## config.mk

```make
export PLATFORM = sky130hd
export DESIGN_NAME = seq_comparator
export DESIGN_NICKNAME = d
export VERILOG_FILES = /design/src/rtl/cmp_pkg.sv /design/src/rtl/chunk_cmp.sv /design/src/rtl/seq_comparator.sv
export SDC_FILE = /design/constraint.sdc
export NUM_CORES = 1
export LEC_CHECK = 0
export ABC_CLOCK_PERIOD_IN_PS = 4100
export BUFFER_PORTS_ARGS = -buffer_cell sky130_fd_sc_hd__buf_2
export CAP_MARGIN = 5
export CORE_UTILIZATION = 50
export CTS_CLUSTER_DIAMETER = 30
export CTS_CLUSTER_SIZE = 12
export DETAILED_ROUTE_END_ITERATION = 8
export PLACE_DENSITY = 0.82
export RECOVER_POWER = 25
export REMOVE_ABC_BUFFERS = 1
export SLEW_MARGIN = 0
export SYNTH_ARGS = -nofsm -noshare
export SYNTH_HDL_FRONTEND = slang
export SYNTH_SLANG_ARGS = --single-unit
```

## constraint.sdc

```tcl
create_clock -name clk -period 4.1 [get_ports clk]
set_input_delay 0.82 -clock clk [delete_from_list [all_inputs] [get_ports clk]]
set_output_delay 0.82 -clock clk [all_outputs]
set_load 0.02 [all_outputs]
```

## src/rtl/cmp_pkg.sv

```systemverilog
// Shared types and helpers for the sequential chunked magnitude comparator.
package cmp_pkg;

  typedef enum logic [1:0] {
    IDLE,
    COMPARE,
    DONE
  } state_t;

  function automatic int calc_nchunk(input int width, input int chunk);
    return width / chunk;
  endfunction

endpackage

```

## src/rtl/chunk_cmp.sv

```systemverilog
// Combinational CHUNK-bit magnitude compare; is_signed treats x/y as two's-complement.
module chunk_cmp #(
  parameter int CHUNK = 8
) (
  input  logic [CHUNK-1:0] x,
  input  logic [CHUNK-1:0] y,
  input  logic             is_signed,
  output logic             gt,
  output logic             lt
);

  logic [CHUNK-1:0] x_b;
  logic [CHUNK-1:0] y_b;

  // Flipping the sign bit maps two's-complement order onto unsigned order.
  always_comb begin
    x_b            = x;
    y_b            = y;
    x_b[CHUNK-1]   = x[CHUNK-1] ^ is_signed;
    y_b[CHUNK-1]   = y[CHUNK-1] ^ is_signed;
  end

  assign gt = (x_b > y_b);
  assign lt = (x_b < y_b);

endmodule

```

## src/rtl/seq_comparator.sv

```systemverilog
// Multi-cycle comparator: walks operand slices MSB-first, stopping at the first mismatch.
module seq_comparator #(
  parameter int WIDTH = 32,
  parameter int CHUNK = 8
) (
  input  logic             clk,
  input  logic             rst,
  input  logic             in_valid,
  output logic             in_ready,
  input  logic [WIDTH-1:0] a,
  input  logic [WIDTH-1:0] b,
  input  logic             signed_mode,
  output logic             out_valid,
  input  logic             out_ready,
  output logic             greater,
  output logic             less,
  output logic             equal
);
  import cmp_pkg::*;

  localparam int NCHUNK = calc_nchunk(WIDTH, CHUNK);
  localparam int IW     = (NCHUNK > 1) ? $clog2(NCHUNK) : 1;

  generate
    if ((CHUNK <= 0) || (WIDTH % CHUNK != 0)) begin : g_bad_param
      $error("seq_comparator: WIDTH must be a positive multiple of CHUNK");
    end
  endgenerate

  state_t           state;
  state_t           state_nxt;
  logic [WIDTH-1:0] a_q;
  logic [WIDTH-1:0] b_q;
  logic             sm_q;
  logic [IW-1:0]    idx;
  logic [CHUNK-1:0] slice_a;
  logic [CHUNK-1:0] slice_b;
  logic             top_slice;
  logic             gt;
  logic             lt;
  logic             accept;
  logic             last_slice;

  assign in_ready   = (state == IDLE) && !rst;
  assign out_valid  = (state == DONE);
  assign accept     = in_valid && in_ready;
  assign top_slice  = (idx == IW'(NCHUNK - 1));
  assign last_slice = (idx == '0);
  assign slice_a    = a_q[idx*CHUNK +: CHUNK];
  assign slice_b    = b_q[idx*CHUNK +: CHUNK];

  chunk_cmp #(.CHUNK(CHUNK)) u_chunk_cmp (
    .x         (slice_a),
    .y         (slice_b),
    .is_signed (sm_q && top_slice),
    .gt        (gt),
    .lt        (lt)
  );

  always_ff @(posedge clk or posedge rst) begin
    if (rst) state <= IDLE;
    else     state <= state_nxt;
  end

  always_comb begin
    state_nxt = state;
    case (state)
      IDLE:    if (accept) state_nxt = COMPARE;
      COMPARE: if (gt || lt || last_slice) state_nxt = DONE;
      DONE:    if (out_ready) state_nxt = IDLE;
      default: state_nxt = IDLE;
    endcase
  end

  // Flags are cleared only on acceptance so the last result stays visible in IDLE.
  always_ff @(posedge clk or posedge rst) begin
    if (rst) begin
      a_q     <= '0;
      b_q     <= '0;
      sm_q    <= 1'b0;
      idx     <= '0;
      greater <= 1'b0;
      less    <= 1'b0;
      equal   <= 1'b0;
    end else if (accept) begin
      a_q     <= a;
      b_q     <= b;
      sm_q    <= signed_mode;
      idx     <= IW'(NCHUNK - 1);
      greater <= 1'b0;
      less    <= 1'b0;
      equal   <= 1'b0;
    end else if (state == COMPARE) begin
      if (gt)              greater <= 1'b1;
      else if (lt)         less    <= 1'b1;
      else if (last_slice) equal   <= 1'b1;
      else                 idx     <= idx - 1'b1;
    end
  end

endmodule
```

==> results.tsv <==
metric	value	unit
antenna_found_initial	0	
r2r_start	idx[0]$_DFFE_PP0P_	
path_clk_slew	80	ps
power.density	748.9	mW/mm^2
hp-class	reg -> reg	
cts-root-buf	clkbuf_8	
finalCritPeriodShare	0.7306	
startpoint_type	register	
dr.pass1.iters	4	
synth_top_family_by_area	simple AND/OR/NAND/NOR gates	
vias_per_cell	5.102	
ir_drop	0.3089	mV
h-tree-depth	3	
rsz0062_at_grt	no	
grt_pass1_vias	2645	
cts_tree	done	
area_growth	18.77	%
crit_path_max_fanout	10	
muxShareOfSynthArea	0.1075	
drt_iter0_markers	174	
routed_wl	6821	um
post_cts_buffers	0	
drt.antenna.violating_nets	0	
io_pins	74	
fmax	333.8	MHz
final-instance-count-excl-fill	511	
yosysTopAreaCell	dfrtp_1	
timing.rr.end	idx[0]$_DFFE_PP0P_	
num_antenna_cells	0	
crit_end	idx[0]$_DFFE_PP0P_	
max_slew.worst_pin.slew	1894	ps
initial_core_util	0.5305	
dp_cells	495	
setup_viol	0	
drive_above_1_share	0.2627	
die_y	85.02	um
fin_setup_tns	0	ps
portBuffers	73	
grt_use_met3	0.06712	
cts_inserted_buffers	9	
grt_busiest_layer	met2	
hpwl	4747	um
wire_per_inst	13.35	um
leakagePower	2.235	nW
slew_headroom	-0.2642	
clock-sinks	72	
final_util	0.6301	
die-area	0.007228	mm^2
synth_top_area_frac	0.5229	
crit_path_end_kind	register	
synthTopCellsByArea	dfrtp_1 52%, nand2_1 22%, mux4_2 10%	
overflow	0	
postCtsHoldBufs	0	
cp.arrival	3180	ps
maxCapViolations	1	
clockBufferDepth	2	
synth-simple-area-share	0.2462	
ys_warn_count	0	
required	4290	ps
grt_max_degree	72	
clock_latency	350	ps
max_stage_delay	680	ps
hold_ws	473.4	ps
avgSynthCellArea	9.545	um^2
netlist_instances	361	
status	finished with violations	
grt_pass1_wl	11920	um
slew_viol_final	52	
violations	max-capacitance violations, max-slew violations	
die_x	85.02	um
synth_fa_ha_area_frac	0.03631	
critPathLaunch	idx[0]$_DFFE_PP0P_	
period_needed	2996	ps
synth-xor-area-share	0.007625	
core-area	0.006495	mm^2
final-hold-violation-count	0	
synth_cell_types	25	
worstRegToRegCells	8	
yosysSeqAreaShare	0.5229	
grt_use_met1	0.2687	
grt_use_met2	0.3578	
critical_path_class	reg -> reg	
synth_compound_area_frac	0.03413	
grt_usage	0.2155	
reg2reg_slack	1100	ps
gp_congestion	0.7873	
vias	2607	
drc	0	
nets	508	
core.rowCount	29	
slowest_stage	dfrtp_1	
syn_area	0.003446	mm^2
ys_ff_latch	72	
holdPathStages	2	
skew	8.766	ps
crit_chain	buf_4, mux4_2, ha_1, nor2b_4, o211a_4, o311ai_4, xnor2_1, nand2_1	
postCtsResizedCells	0	
[power breakdown]
group | switching (mW) | leakage, nW | internal (mW)
clock | 0.250 | 0.140 | 0.526
combinational | 0.533 | 1.20 | 0.496
sequential | 0.209 | 0.890 | 1.05
[layer usage]
| layer | part of all wire | up-vias |
|---|---|---|
| li1 | - | 1280 |
| met1 | 0.42 | 1241 |
| met2 | 0.51 | 76 |
| met3 | 0.053 | 10 |
| met4 | 0.014 | 0 |
| met5 | 0 | - |
[worst min path at each step]
stage                   startpoint                  end  slack (ps)
4_1_cts        b_q[27]$_DFFE_PP0P_  b_q[27]$_DFFE_PP0P_         480
3_3_place_gp    b_q[7]$_DFFE_PP0P_   b_q[7]$_DFFE_PP0P_         460
5_1_grt        b_q[22]$_DFFE_PP0P_  b_q[22]$_DFFE_PP0P_         510
2_1_floorplan  a_q[16]$_DFFE_PP0P_  a_q[16]$_DFFE_PP0P_         440
3_5_place_dp   b_q[27]$_DFFE_PP0P_  b_q[27]$_DFFE_PP0P_         460
6_report       a_q[13]$_DFFE_PP0P_  a_q[13]$_DFFE_PP0P_         470
[cells in the mapped netlist]
master,instances
a21oi_1,3
a22o_1,1
and2_1,1
buf_2,5
buf_4,1
buf_6,5
clkbuf_1,7
dfrtp_1,72
ha_1,10
inv_1,11
mux2i_1,1
mux4_2,16
nand2_1,203
nand4_1,3
nor2_1,4
nor2b_1,2
nor2b_4,1
nor3_2,2
o211a_4,1
o21ai_0,5
o21ai_1,1
o21ba_2,2
o311ai_4,1
xnor2_1,2
xor2_1,1
[critical path, delay by kind of cell, from the launching register on]
kind | cells | cell delay (ps)
flip-flops | 1 | 680
AND/OR/NAND/NOR | 2 | 200
adder cells (fa/ha/maj) | 1 | 330
buffers and inverters | 1 | 320
AO/OA/AOI/OAI | 2 | 610
multiplexers | 1 | 530
XOR/XNOR | 1 | 170
[stage by stage]
step,instance area (um^2),total power [mW],setup WS [ps]
final,4093,3.065,1104
after detailed placement,3811,2.293,1128
after global placement,3811,2.245,1205
after global routing,4093,3.309,959.2
after CTS,4094,3.092,1072
after floorplan,3331,2.015,1203
[sequential cells by signal (all words and copies together), names as in the netlist]
signal   count
b_q         32
equal        1
sm_q         1
state        2
less         1
idx          2
greater      1
a_q         32
[kinds of logic (layout without fill, tap and decap cells)]
| group | after synthesis | count (layout) |
|---|---|---|
| AOI/OAI and AO/OA | 14 | 14 |
| adders and majority gates | 10 | 10 |
| muxes | 17 | 17 |
| DFF | 72 | 72 |
| buffers and inverters | 29 | 102 |
| xor gates and xnor gates | 3 | 3 |
| and+or+nand+nor | 216 | 216 |
[cell usage in the layout (no fill, tap or decap)]
cell,instances
a21oi_1,3
a22o_1,1
and2_2,1
buf_2,72
buf_4,2
bufinv_16,5
clkbuf_1,2
clkbuf_8,9
clkinv_2,1
dfrtp_1,72
ha_1,10
inv_1,11
mux2i_1,1
mux4_2,16
nand2_1,202
nand2_2,1
nand4_1,3
nor2_1,4
nor2b_1,2
nor2b_4,1
nor3_2,2
o211a_4,1
o21ai_0,5
o21ai_1,1
o21ba_2,2
o311ai_4,1
xnor2_1,2
xor2_1,1
[cell type report]
class,instances,area (um^2)
clock buffer,10,127.6
clock inverter,6,155.1
fill,559,2402
inverter,11,41.29
multi-input combinational,260,1491
sequential,72,1802
tap,77,96.34
timing repair buffer,75,379.1
Power figures use the tool's default switching activity.
